===== src/rtl/alu_pkg.sv =====
// Shared definitions for the 4-bit 16-function ALU: function codes, flag bit
// positions and the buffered result-entry layout.
package alu_pkg;

    localparam logic [3:0] OP_ADD   = 4'h0;
    localparam logic [3:0] OP_SUB   = 4'h1;
    localparam logic [3:0] OP_INC   = 4'h2;
    localparam logic [3:0] OP_DEC   = 4'h3;
    localparam logic [3:0] OP_AND   = 4'h4;
    localparam logic [3:0] OP_OR    = 4'h5;
    localparam logic [3:0] OP_XOR   = 4'h6;
    localparam logic [3:0] OP_NOT   = 4'h7;
    localparam logic [3:0] OP_NAND  = 4'h8;
    localparam logic [3:0] OP_NOR   = 4'h9;
    localparam logic [3:0] OP_XNOR  = 4'hA;
    localparam logic [3:0] OP_PASSA = 4'hB;
    localparam logic [3:0] OP_PASSB = 4'hC;
    localparam logic [3:0] OP_SHL   = 4'hD;
    localparam logic [3:0] OP_SHR   = 4'hE;
    localparam logic [3:0] OP_ZERO  = 4'hF;

    localparam int FLG_Z = 3;
    localparam int FLG_N = 2;
    localparam int FLG_C = 1;
    localparam int FLG_V = 0;

    typedef struct packed {
        logic [3:0] data;
        logic [3:0] flags;
        logic [3:0] op;
    } res_entry_t;

endpackage


===== src/rtl/alu_result_stage_flag_gen.sv =====
// Combinational Z/N/C/V generation for one ALU result nibble; V is only
// meaningful for the add and subtract function codes.
module alu_flag_gen
    import alu_pkg::*;
#(
    parameter logic [3:0] ADD_OP = OP_ADD,
    parameter logic [3:0] SUB_OP = OP_SUB
) (
    input  logic [3:0] data,
    input  logic       cout,
    input  logic [3:0] op,
    input  logic       a3,
    input  logic       b3,
    output logic [3:0] flags
);

    // Flag derivation; b3 arrives already inverted for subtract, so one V rule serves both.
    always_comb begin
        flags        = 4'b0000;
        flags[FLG_Z] = (data == 4'h0);
        flags[FLG_N] = data[3];
        flags[FLG_C] = cout;
        if ((op == ADD_OP) || (op == SUB_OP)) begin
            flags[FLG_V] = (a3 == b3) & (data[3] != a3);
        end else begin
            flags[FLG_V] = 1'b0;
        end
    end

endmodule


===== src/rtl/alu_result_stage.sv =====
// Registered result FIFO behind the ALU adder: stores result, flags and op,
// hands them out over valid/ready, and tracks sticky overflow and pop count.
module alu_result_stage
    import alu_pkg::*;
#(
    parameter int         DEPTH  = 2,
    parameter logic [3:0] ADD_OP = OP_ADD,
    parameter logic [3:0] SUB_OP = OP_SUB,
    parameter int         CNT_W  = 8
) (
    input  logic             clk,
    input  logic             rst_n,
    input  logic             in_valid,
    output logic             in_ready,
    input  logic [3:0]       in_data,
    input  logic             in_cout,
    input  logic [3:0]       in_op,
    input  logic             in_a3,
    input  logic             in_b3,
    output logic             out_valid,
    input  logic             out_ready,
    output logic [3:0]       out_data,
    output logic [3:0]       out_flags,
    output logic [3:0]       out_op,
    output logic             ovf_sticky,
    input  logic             clr_sticky,
    output logic [CNT_W-1:0] res_cnt
);

    localparam int PTR_W = $clog2(DEPTH);
    localparam int CNTR_W = $clog2(DEPTH) + 1;
    localparam logic [CNTR_W-1:0] DEPTH_C = CNTR_W'(DEPTH);

    logic [3:0]        flags_s;
    res_entry_t        new_entry_s;
    logic              push_s;
    logic              pop_s;
    logic [CNTR_W-1:0] count_r;
    logic [CNTR_W-1:0] count_nxt_s;
    logic [PTR_W-1:0]  wr_ptr_r;
    logic [PTR_W-1:0]  rd_ptr_r;
    logic [PTR_W-1:0]  rd_ptr_nxt_s;
    res_entry_t        mem_r [DEPTH];
    res_entry_t        head_r;
    res_entry_t        head_nxt_s;
    logic              sticky_r;
    logic [CNT_W-1:0]  res_cnt_r;

    alu_flag_gen #(
        .ADD_OP (ADD_OP),
        .SUB_OP (SUB_OP)
    ) u_flag_gen (
        .data  (in_data),
        .cout  (in_cout),
        .op    (in_op),
        .a3    (in_a3),
        .b3    (in_b3),
        .flags (flags_s)
    );

    assign new_entry_s = '{data: in_data, flags: flags_s, op: in_op};
    assign in_ready    = (count_r < DEPTH_C);
    assign out_valid   = (count_r != {CNTR_W{1'b0}});
    assign push_s      = in_valid & in_ready;
    assign pop_s       = out_valid & out_ready;

    // Next occupancy, read pointer and head entry; head_r holds the last popped entry when drained.
    always_comb begin
        count_nxt_s  = count_r;
        rd_ptr_nxt_s = rd_ptr_r;
        head_nxt_s   = head_r;
        case ({push_s, pop_s})
            2'b10:   count_nxt_s = count_r + CNTR_W'(1);
            2'b01:   count_nxt_s = count_r - CNTR_W'(1);
            default: count_nxt_s = count_r;
        endcase
        if (pop_s) begin
            rd_ptr_nxt_s = rd_ptr_r + PTR_W'(1);
        end else begin
            rd_ptr_nxt_s = rd_ptr_r;
        end
        if (count_nxt_s == {CNTR_W{1'b0}}) begin
            head_nxt_s = head_r;
        end else if (push_s && (wr_ptr_r == rd_ptr_nxt_s)) begin
            head_nxt_s = new_entry_s;
        end else begin
            head_nxt_s = mem_r[rd_ptr_nxt_s];
        end
    end

    // FIFO storage, pointers, occupancy and registered head entry.
    always_ff @(posedge clk or negedge rst_n) begin
        if (!rst_n) begin
            for (int i = 0; i < DEPTH; i++) begin
                mem_r[i] <= '0;
            end
            wr_ptr_r <= {PTR_W{1'b0}};
            rd_ptr_r <= {PTR_W{1'b0}};
            count_r  <= {CNTR_W{1'b0}};
            head_r   <= '0;
        end else begin
            if (push_s) begin
                mem_r[wr_ptr_r] <= new_entry_s;
                wr_ptr_r        <= wr_ptr_r + PTR_W'(1);
            end
            rd_ptr_r <= rd_ptr_nxt_s;
            count_r  <= count_nxt_s;
            head_r   <= head_nxt_s;
        end
    end

    // Sticky overflow (set wins over clear) and delivered-result counter.
    always_ff @(posedge clk or negedge rst_n) begin
        if (!rst_n) begin
            sticky_r  <= 1'b0;
            res_cnt_r <= {CNT_W{1'b0}};
        end else begin
            if (push_s && flags_s[FLG_V]) begin
                sticky_r <= 1'b1;
            end else if (clr_sticky) begin
                sticky_r <= 1'b0;
            end
            if (pop_s) begin
                res_cnt_r <= res_cnt_r + CNT_W'(1);
            end
        end
    end

    assign out_data   = head_r.data;
    assign out_flags  = head_r.flags;
    assign out_op     = head_r.op;
    assign ovf_sticky = sticky_r;
    assign res_cnt    = res_cnt_r;

endmodule


===== config.mk =====
export PLATFORM = sky130hd
export DESIGN_NAME = alu_result_stage
export DESIGN_NICKNAME = d
export VERILOG_FILES = /design/src/rtl/alu_pkg.sv /design/src/rtl/alu_result_stage_flag_gen.sv /design/src/rtl/alu_result_stage.sv
export SDC_FILE = /design/constraint.sdc
export NUM_CORES = 1
export LEC_CHECK = 0
export BUFFER_PORTS_ARGS = -buffer_cell sky130_fd_sc_hd__buf_2
export CORE_MARGIN = 2
export CORE_UTILIZATION = 49
export CTS_CLUSTER_DIAMETER = 120
export DETAILED_ROUTE_END_ITERATION = 6
export PLACE_DENSITY = 0.78
export SLEW_MARGIN = 20
export SYNTH_ARGS = -nofsm -noshare
export SYNTH_HDL_FRONTEND = slang
export SYNTH_HIERARCHICAL = 1
export SYNTH_SLANG_ARGS = --single-unit

===== constraint.sdc =====
create_clock -name clk -period 6.27 [get_ports clk]
set_input_delay 0.9405 -clock clk [delete_from_list [all_inputs] [get_ports clk]]
set_output_delay 0.9405 -clock clk [all_outputs]
set_load 0.02 [all_outputs]

==> impl_metrics.py, run 1 <==
metrics = {
    "status": {
        "status": "complete, no violations",
    },
    "place": {
        "gp_congestion": 0.8140,
        "place_hpwl_um": 3262,
        "numPortBuffers": 38,
    },
    "logic_synthesis": {
        "ys_async_sr_fraction_pct": 100.0,
        "synth-seq-area-share_pct": 52.13,
        "synth.distinct_cells": 38,
        "yosysMostFrequentCell": "dfrtp_1",
        "yosys-top-cells-count": "dfrtp_1 (49), mux2_2 (14)",
        "ys_warn_count": 6,
        "synth_area_um2": 2352,
        "yosys-top-cells-area": "dfrtp_1 (52%), mux2_2 (6.7%), mux2i_1 (5.1%)",
        "synth_edf_count": 0,
        "yosys.area.top_type": "dfrtp_1",
        "synth_top_area_share_pct": 52.13,
        "synthesis.nets": 204,
        "avgSynthCellArea_um2": 12.65,
        "syn-instance-count": 186,
        "synth-seq-cells": 49,
        "synthFlopType": "dfrtp_1",
    },
    "pwr": {
        "power.density_nw_per_um2": 554.1,
        "power_switching_share_pct": 40.41,
        "comb_power_share_pct": 46.8,
        "ir_worst_vdd_mv": 0.2661,
        "clkPwrFrac_pct": 14.6,
        "power_frac_seq_pct": 38.6,
        "power.internal_uw": 883.7,
        "leakage_uw": 0.001221,
        "p_sw_uw": 599.3,
    },
    "grt": {
        "grt_pass1_wl_um": 7721,
        "overflow": 0,
        "gr-usage-all-layers_pct": 19.46,
        "antenna_found_initial": 0,
        "grt_pass1_vias": 1571,
        "grt_max_degree": 50,
    },
    "sta": {
        "rsz0062_at_grt": "false",
        "fin_tns_setup_ns": 0,
        "setup_viol": 0,
        "worst_slew_pin_slew_ns": 0.7237,
        "min_period_ns": 3.156,
        "hold_violations": 0,
        "min_period_over_period_pct": 50.34,
        "slew_headroom_pct": 51.70,
        "fin_worst_skew_ns": 0.004001,
        "slew_viol_final": 0,
        "max_freq_mhz": 316.8,
    },
    "cells_and_area": {
        "final_layout_size_suffix_gt1_share_pct": 33.33,
        "nNetsFinal": 237,
        "final_core_util_pct": 57.42,
        "area_delta_synth_final_pct": 13.78,
        "diodes": 0,
    },
    "worst_hold_path": {
        "min_from": "res_cnt[7]$_DFFE_PN0P_",
        "holdPathEnd": "res_cnt[7]$_DFFE_PN0P_",
        "whs_path_depth": 1,
        "hold_path_class": "reg2reg",
    },
    "setup_path": {
        "reg2reg_depth": 7,
        "crit_buf_inv": 3,
        "crit_path_end_kind": "flip-flop",
        "critical_path_class": "in2reg",
        "worst_path_max_delay_cell": "nor4bb_4",
        "cp-start-kind": "input port",
        "timing.rr.start": "count_r[1]$_DFF_PN0_",
        "cp_max_fo": 17,
        "cp_num_cells": 9,
        "cp_slowest_stage_delay_ns": 0.67,
        "r2r_end": "out_data[2]$_DFFE_PN0P_",
        "cp_top_family": "simple AND/OR/NAND/NOR gates",
        "worstPathArrival_ns": 3.33,
        "rrSetupSlack_ns": 3.27,
        "crit_chain": "buf_2 > nor2b_1 > buf_4 > inv_2 > ha_1 > nor4bb_4 > or3_4 > a21o_1 > o21ai_1",
        "cp.required_ns": 6.45,
    },
    "floorplanning": {
        "die_w_um": 73.29,
        "rows": 25,
        "core-area_um2": 4661,
        "dieArea_um2": 5371,
        "ios": 39,
        "chipHeight_um": 73.29,
        "start_util_pct": 50.47,
    },
    "detailed_routing": {
        "firstDrtPassIters": 4,
        "drc": 0,
        "vias_per_cell": 5.729,
        "detail_route.wl_per_cell_um": 17.27,
        "drt-total-wl_um": 4714,
        "num_vias": 1564,
        "antenna_left": 0,
        "dr.first_iter.drc_count": 181,
    },
    "clock_network": {
        "clk_pin_slew_ns": 0.08,
        "cts.path.max_buffers": 2,
        "htree_num_levels": 2,
        "cts-root-buf": "clkbuf_8",
        "cts_resized": 0,
        "cts_tree": "yes",
        "numCtsBuffers": 5,
        "postCtsHoldBufs": 0,
        "post_cts_buffers": 0,
        "clock_sinks": 49,
        "clkLatencyLatePin_ns": 0.30,
    },
    "run": {
        "drv_cap": 0,
    },
}
[per-stage QoR]
stage | worst slack [ns] | instance area [µm²] | power [µW] | hold WS [ns] | std cells
floorplan | 3.530 | 2352 | 1100 | 0.4578 | 186
finish | 3.114 | 2676 | 1483 | 0.4630 | 273
CTS | 2.822 | 2656 | 1482 | 0.4688 | 273
detailed placement | 2.497 | 2552 | 1265 | 0.4555 | 266
global route | 2.942 | 2676 | 1583 | 0.5027 | 273
global placement | 2.674 | 2550 | 1235 | 0.4512 | 266
[logic make-up (layout without fill, tap and decap cells)]
family	count (synthesis)	in the layout	synth area share [%]
AO/OA/AOI/OAI	28	28	8.564
AND/OR/NAND/NOR	38	38	11.06
adder cells (fa/ha/maj)	2	2	1.064
XOR/XNOR	14	14	6.331
flip-flops	49	49	52.13
multiplexers	36	36	16.60
buffers and inverters	19	52	4.255
[cells in the final DEF (no fill, tap or decap), types with 2 or more instances in the layout]
cell type	netlist	layout
dfrtp_1	49	49
buf_2	8	37
mux2_2	14	14
mux2i_1	12	12
nor4b_1	12	12
a32oi_1	12	12
o21ai_1	12	12
mux2_1	10	10
xnor2_1	9	9
nand2_1	8	8
clkbuf_8	0	5
inv_2	3	3
xor2_1	3	3
buf_4	3	3
inv_1	2	2
nor2_1	3	2
nor4bb_4	0	2
nand4_1	2	2
nand3_1	2	2
ha_1	2	2
[state kept, by name, summed over array words and instances (netlist names)]
register    count
out_op          4
count_r         2
out_data        4
ovf_sticky      1
mem_r          24
rd_ptr_r        1
out_flags       4
wr_ptr_r        1
res_cnt         8
[worst max path at each step]
stage,from,end,slack [ns]
finish,in_valid,out_data[2]$_DFFE_PN0P_,3.11
global route,in_valid,out_op[3]$_DFFE_PN0P_,2.94
CTS,in_valid,out_op[1]$_DFFE_PN0P_,2.82
detailed placement,in_valid,out_op[2]$_DFFE_PN0P_,2.50
global placement,in_valid,out_flags[1]$_DFFE_PN0P_,2.67
floorplan,in_valid,out_data[0]$_DFFE_PN0P_,3.53
[routing by layer]
layer / part of all wire, % / track usage, % / vias up
met2: 50 / 31.43 / 22
met4: 1.9 / 7.407 / 0
li1: - / - / 750
met5: 0 / 0 / -
met3: 2.8 / 4.115 / 6
met1: 45 / 25.77 / 786
[power by group through the flow]
stage	sequential, µW	combinational, µW	clock, µW
2_1_floorplan	610	490	0
3_5_place_dp	575	690	0
3_3_place_gp	570	665	0
6_report	573	694	217
4_1_cts	571	688	223
5_1_grt	591	760	231
[cell type report]
| type | instances | area [µm²] |
|---|---|---|
| Fill cell | 391 | 1984 |
| Sequential cell | 49 | 1226 |
| Multi-Input combinational cell | 118 | 1052 |
| Timing Repair Buffer | 40 | 207.7 |
| Clock buffer | 5 | 68.82 |
| Tap cell | 54 | 67.56 |
| Clock inverter | 2 | 35.03 |
| Inverter | 5 | 18.77 |
[worst register-to-register path, cell delays in order, from the launching register on]
cell	delay [ns]
dfrtp_1	0.49
o21ai_2	0.31
inv_2	0.15
ha_1	0.42
nor4bb_4	0.67
or3_4	0.33
a21o_1	0.36
o21ai_1	0.13
(Power assumes the default switching activity.)
==> run 2: changes to the inputs <==
==> constraint.sdc (replaced) <==
create_clock -name clk -period 3.1 [get_ports clk]
set_input_delay 0.465 -clock clk [delete_from_list [all_inputs] [get_ports clk]]
set_output_delay 0.465 -clock clk [all_outputs]
set_load 0.02 [all_outputs]
==> run 2 against run 1 <==
Critical path depth fell by 2. Core utilization decreased by 0.38 points. Worst setup slack got worse by 2.5 ns. Register-to-register slack lost 2.7 ns. Clock power is 69% higher. Power up 97%. Die area stayed put. Count of clock-buffer cells in the layout is 2 higher. Worst hold slack got worse by 0.30 ns. Wire length down 3.0%. Final area shrank 0.65%. Critical path type is now reg2reg. Highest routed layer unchanged.
==> impl_metrics.py, run 2 (synthesis results as in run 1) <==
metrics = {
    "status": {
        "status": "complete, no violations",
    },
    "detailed_routing": {
        "drc": 0,
        "firstDrtPassIters": 4,
        "detail_route.wl_per_cell_um": 16.51,
        "vias_per_cell": 5.668,
        "num_vias": 1570,
        "drt-total-wl_um": 4572,
        "antenna_left": 0,
        "dr.first_iter.drc_count": 151,
    },
    "grt": {
        "grt_max_degree": 50,
        "overflow": 0,
        "antenna_found_initial": 0,
        "grt_pass1_wl_um": 7376,
        "gr-usage-all-layers_pct": 18.22,
        "grt_pass1_vias": 1503,
    },
    "floorplanning": {
        "dieArea_um2": 5371,
        "ios": 39,
        "chipHeight_um": 73.29,
        "core-area_um2": 4661,
        "rows": 25,
        "die_w_um": 73.29,
        "start_util_pct": 50.47,
    },
    "sta": {
        "slew_viol_final": 0,
        "min_period_ns": 2.531,
        "min_period_over_period_pct": 81.65,
        "fin_worst_skew_ns": 0.003975,
        "fin_ws_ns": 0.5688,
        "slew_headroom_pct": 55.84,
        "setup_viol": 0,
        "worst_slew_pin_slew_ns": 0.6624,
        "rsz0062_at_grt": "false",
        "max_freq_mhz": 395.1,
        "fin_tns_setup_ns": 0,
        "whs_ns": 0.1656,
        "hold_violations": 0,
    },
    "cells_and_area": {
        "area_delta_synth_final_pct": 13.03,
        "seq_area_um2": 1226,
        "design_area_um2": 2659,
        "final_cells": 277,
        "diodes": 0,
        "top_register": "mem_r",
        "nNetsFinal": 240,
        "final_layout_size_suffix_gt1_share_pct": 33.18,
        "fill_cells": 386,
        "mostFrequentLayoutCells": "dfrtp_1 (49), buf_2 (37), mux2_2 (14)",
        "multi_input_area_um2": 1032,
        "final_common_cell": "dfrtp_1",
        "largest_reg_flops": 24,
    },
    "place": {
        "dp_slack_ns": 0.5733,
        "numPortBuffers": 38,
        "dp.cells": 269,
        "place_hpwl_um": 3155,
        "placed_area_um2": 2572,
        "gp_congestion": 0.7590,
    },
    "clock_network": {
        "numCtsBuffers": 5,
        "cts_tree": "yes",
        "htree_num_levels": 2,
        "clk_pin_slew_ns": 0.09,
        "cts-root-buf": "clkbuf_8",
        "cts_resized": 0,
        "postCtsHoldBufs": 0,
        "clkLatencyLatePin_ns": 0.30,
        "cts.path.max_buffers": 2,
        "clock_sinks": 49,
        "post_cts_buffers": 0,
    },
    "pwr": {
        "power.density_nw_per_um2": 1097,
        "ir_worst_vdd_mv": 0.6160,
        "leakage_uw": 0.001208,
    },
    "setup_path": {
        "worst_path_max_delay_cell": "dfrtp_1",
        "cp_top_family": "compound AO/OA/AOI/OAI gates",
        "rrSetupSlack_ns": 0.57,
        "crit_chain": "o21ai_2 > inv_2 > ha_1 > nor3b_1 > or3_4 > a21o_1 > o21ai_1",
        "cp_max_fo": 13,
        "crit_path_end_kind": "flip-flop",
        "critical_path_class": "reg2reg",
        "worstPathArrival_ns": 2.76,
        "cp_slowest_stage_delay_ns": 0.47,
        "cp-start-kind": "flip-flop",
        "crit_buf_inv": 1,
        "cp.required_ns": 3.33,
    },
    "run": {
        "drv_cap": 0,
    },
    "worst_hold_path": {
        "hold_path_class": "in2async",
    },
}
==> run 2: cell count changes in the layout (fill, tap and decap cells not counted), sizes merged <==
cell,before,now
clkbuf,5,7
bufinv,1,0
clkinvlp,0,1
buf,40,43
clkinv,1,0
==> run 2: area by class of cell <==
class                   count  area share (%)
clock inverters             1          0.2824
inverters                   5          0.7059
well taps                  54           2.541
repair buffers             43           8.659
clock buffers               7           2.871
multi-input cells         118           38.82
flip-flops and latches     49           46.12
==> run 2: final timing paths <==
| path | to | from | depth (start not counted) |
|---|---|---|---|
| setup / recovery | out_op[0]$_DFFE_PN0P_ | count_r[1]$_DFF_PN0_ | 7 |
| min in group clk | ovf_sticky$_DFFE_PN0P_ | clr_sticky | 2 |
| setup reg to reg | out_op[0]$_DFFE_PN0P_ | count_r[1]$_DFF_PN0_ | 7 |
| hold / removal | res_cnt[5]$_DFFE_PN0P_ | rst_n | 1 |
| max in group asynchronous | mem_r[2]$_DFFE_PN0P_ | rst_n | 1 |
| hold reg to reg | res_cnt[7]$_DFFE_PN0P_ | res_cnt[7]$_DFFE_PN0P_ | 1 |
==> run 2: worst reg2reg max path: cells and delay by family (launching register included) <==
kind / cells / cell delay, ns
AOI/OAI and AO/OA: 3 / 0.82
and+or+nand+nor: 2 / 0.65
DFF: 1 / 0.47
adders and majority gates: 1 / 0.38
buffers and inverters: 1 / 0.14
==> run 2: metal layers <==
metal  track usage (%)  vias up  share of wire, %
li1                  -      755                 -
met4             6.790        0               1.5
met1             24.39      781                46
met5                 0        -                 0
met2             29.03       29                50
met3             4.115        5               3.1
==> run 2: stage by stage <==
stage                     utilization, %  total power, µW
after floorplan                        -             2226
after global placement             55.19             2517
after detailed placement           55.19             2566
after CTS                          56.99             2934
after global routing               57.05             3112
final                              57.05             2916
==> run 2: power breakdown <==
part	switching [µW]	internal [µW]	total [µW]
Combinational	789	615	1400
Sequential	210	934	1140
Clock	207	160	367
Total	1210	1710	2920
==> run 3: changes to the inputs <==
--- a/config.mk
+++ b/config.mk
@@ -5,6 +5,7 @@
 export SDC_FILE = /design/constraint.sdc
 export NUM_CORES = 1
 export LEC_CHECK = 0
+export ABC_AREA = 1
 export BUFFER_PORTS_ARGS = -buffer_cell sky130_fd_sc_hd__buf_2
 export CORE_MARGIN = 2
 export CORE_UTILIZATION = 49
==> constraint.sdc (replaced) <==
create_clock -name clk -period 2.6 [get_ports clk]
set_input_delay 0.39 -clock clk [delete_from_list [all_inputs] [get_ports clk]]
set_output_delay 0.39 -clock clk [all_outputs]
set_load 0.02 [all_outputs]
==> run 3 against run 2 <==
Final area increased by 2.4%. Sequential share of layout area shrank 1.1 points. Critical path type unchanged. Critical path depth grew 3. Flip-flop and latch count unchanged. Register-to-register slack got worse by 0.16 ns. Worst setup slack got worse by 0.16 ns. Non-clock buffer count shrank 3.
==> impl_metrics.py, run 3 <==
metrics = {
    "status": {
        "status": "complete, no violations",
    },
    "pwr": {
        "power.density_nw_per_um2": 1335,
        "ir_worst_vdd_mv": 0.4393,
        "leakage_uw": 0.001523,
    },
    "logic_synthesis": {
        "avgSynthCellArea_um2": 7.782,
        "ys_async_sr_fraction_pct": 100.0,
        "synthesis.nets": 332,
        "yosys.area.top_type": "dfrtp_1",
        "synth_edf_count": 0,
        "synth_area_um2": 2444,
        "ys_warn_count": 6,
        "synth-seq-cells": 49,
        "synth.distinct_cells": 25,
        "synth-seq-area-share_pct": 50.18,
        "synth_top_area_share_pct": 50.18,
        "yosysMostFrequentCell": "nand2_1",
        "yosys-top-cells-area": "dfrtp_1 (50%), nand2_1 (18%), inv_1 (7.4%)",
        "synthFlopType": "dfrtp_1",
        "yosys-top-cells-count": "nand2_1 (115), dfrtp_1 (49), inv_1 (48)",
        "syn-instance-count": 314,
    },
    "clock_network": {
        "numCtsBuffers": 5,
        "clk_pin_slew_ns": 0.09,
        "cts-root-buf": "clkbuf_8",
        "htree_num_levels": 2,
        "clkLatencyLatePin_ns": 0.29,
        "clock_sinks": 49,
        "post_cts_buffers": 0,
        "postCtsHoldBufs": 0,
        "cts.path.max_buffers": 2,
        "cts_resized": 0,
        "cts_tree": "yes",
    },
    "setup_path": {
        "timing.rr.start": "count_r[1]$_DFF_PN0_",
        "rrSetupSlack_ns": 0.41,
        "critPathLaunch": "count_r[1]$_DFF_PN0_",
        "cp_max_fo": 13,
        "cp-start-kind": "flip-flop",
        "reg2reg_depth": 10,
        "critical_path_class": "reg2reg",
        "worstPathArrival_ns": 2.38,
        "r2r_end": "out_data[0]$_DFFE_PN0P_",
        "crit_path_end_kind": "flip-flop",
        "crit_end": "out_data[0]$_DFFE_PN0P_",
        "cp.required_ns": 2.79,
    },
    "place": {
        "placed_area_um2": 2641,
        "place_hpwl_um": 3731,
        "numPortBuffers": 38,
        "gp_congestion": 0.8828,
    },
    "detailed_routing": {
        "drc": 0,
        "antenna_left": 0,
        "num_vias": 1988,
        "drt-total-wl_um": 5132,
        "firstDrtPassIters": 4,
        "dr.first_iter.drc_count": 162,
        "vias_per_cell": 4.779,
        "detail_route.wl_per_cell_um": 12.34,
    },
    "sta": {
        "hold_violations": 0,
        "slew_headroom_pct": 53.17,
        "rsz0062_at_grt": "false",
        "min_period_ns": 2.193,
        "min_period_over_period_pct": 84.36,
        "slew_viol_final": 0,
        "max_freq_mhz": 455.9,
        "setup_viol": 0,
        "worst_slew_pin_slew_ns": 0.7008,
        "fin_worst_skew_ns": 0.006006,
        "fin_tns_setup_ns": 0,
    },
    "cells_and_area": {
        "nNetsFinal": 366,
        "final_layout_size_suffix_gt1_share_pct": 16.91,
        "mostFrequentLayoutCells": "nand2_1 (115), dfrtp_1 (49), inv_1 (48), buf_2 (38), nand3_1 (32)",
        "design_area_um2": 2724,
        "diodes": 0,
        "largest_reg_flops": 24,
        "final_common_cell": "nand2_1",
        "area_delta_synth_final_pct": 11.47,
        "top_register": "mem_r",
    },
    "run": {
        "drv_cap": 0,
    },
    "grt": {
        "overflow": 0,
        "grt_max_degree": 50,
        "grt_pass1_vias": 1777,
        "gr-usage-all-layers_pct": 20.45,
        "antenna_found_initial": 0,
        "grt_pass1_wl_um": 8528,
    },
    "floorplanning": {
        "dieArea_um2": 5568,
        "rows": 25,
        "ios": 39,
        "start_util_pct": 51.39,
        "die_w_um": 74.62,
        "chipHeight_um": 74.62,
        "core-area_um2": 4755,
    },
    "worst_hold_path": {
        "hold_path_class": "in2async",
    },
}
## run 3: changes by cell type in the layout (fill, tap and decap cells not counted), sizes merged, moves of 3 or more
cell and delta:
a32oi -12, buf -3, inv +46, mux2 -24, mux2i -12, nand2 +112, nand3 +32, nor2 +3
nor4b -12, o21ai +11, xnor2 -7
## run 3: worst min path at each step
stage | slack, ns | to | cells past startpoint | from
after detailed placement | 0.46 | res_cnt[7]$_DFFE_PN0P_ | 1 | res_cnt[7]$_DFFE_PN0P_
after CTS | 0.20 | res_cnt[1]$_DFFE_PN0P_ | 2 | rst_n
after global placement | 0.46 | res_cnt[7]$_DFFE_PN0P_ | 1 | res_cnt[7]$_DFFE_PN0P_
after floorplan | 0.09 | count_r[0]$_DFF_PN0_ | 0 | rst_n
after global routing | 0.23 | res_cnt[1]$_DFFE_PN0P_ | 2 | rst_n
final | 0.18 | res_cnt[1]$_DFFE_PN0P_ | 2 | rst_n
## run 3: area by class of cell
cell class                      count  area (µm²)
Clock buffer                        6       72.57
Tap cell                           67       83.83
Sequential cell                    49        1226
Inverter                           51       191.4
Timing Repair Buffer               40       205.2
Multi-Input combinational cell    201       934.6
Fill cell                         459        2031
Clock inverter                      2       10.01
## run 3: metal layers
layer / global-route usage (%) / wire length, µm / up-vias / part of all wire [%]
met5: 0 / 0 / - / 0
met4: 7.143 / 82 / 0 / 1.6
met3: 4.418 / 247 / 6 / 4.8
met2: 30.58 / 2386 / 46 / 46
met1: 29.69 / 2415 / 916 / 47
li1: - / - / 1020 / -
## run 3: cell families (layout without fill, tap and decap cells)
group / count (synthesis) / in the layout / share of synthesized area [%]
AO/OA/AOI/OAI: 27 / 27 / 5.735
XOR/XNOR: 8 / 8 / 2.867
adder cells (fa/ha/maj): 2 / 2 / 1.024
buffers and inverters: 64 / 99 / 11.57
flip-flops: 49 / 49 / 50.18
AND/OR/NAND/NOR: 164 / 164 / 28.62
## run 3: metrics by stage
stage               setup WS (ns)  hold slack, ns  std cells  util [%]  power (µW)
detailed placement         0.4137          0.4584        408     55.55        3218
global route               0.1567          0.2286        416     57.29        4004
floorplan                  0.7626         0.09441        314         -        2822
finish                     0.4066          0.1841        416     57.29        3637
global placement           0.5338          0.4557        408     55.55        3158
CTS                        0.3998          0.2018        416     57.29        3657
## run 3: critical path, cell delays in order (launching register included)
cell and delay, ns:
dfrtp_1 0.43, o21ai_2 0.30, inv_1 0.13, ha_1 0.21, or2_1 0.23, nand4_1 0.10
nand2_2 0.09, nor2_4 0.25, inv_2 0.18, nand3_1 0.13, nand2_1 0.05
## run 3: power by group
group,switching (µW),internal [µW],total (µW)
clock network,241,187,428
registers,228,1110,1340
logic,1250,611,1870
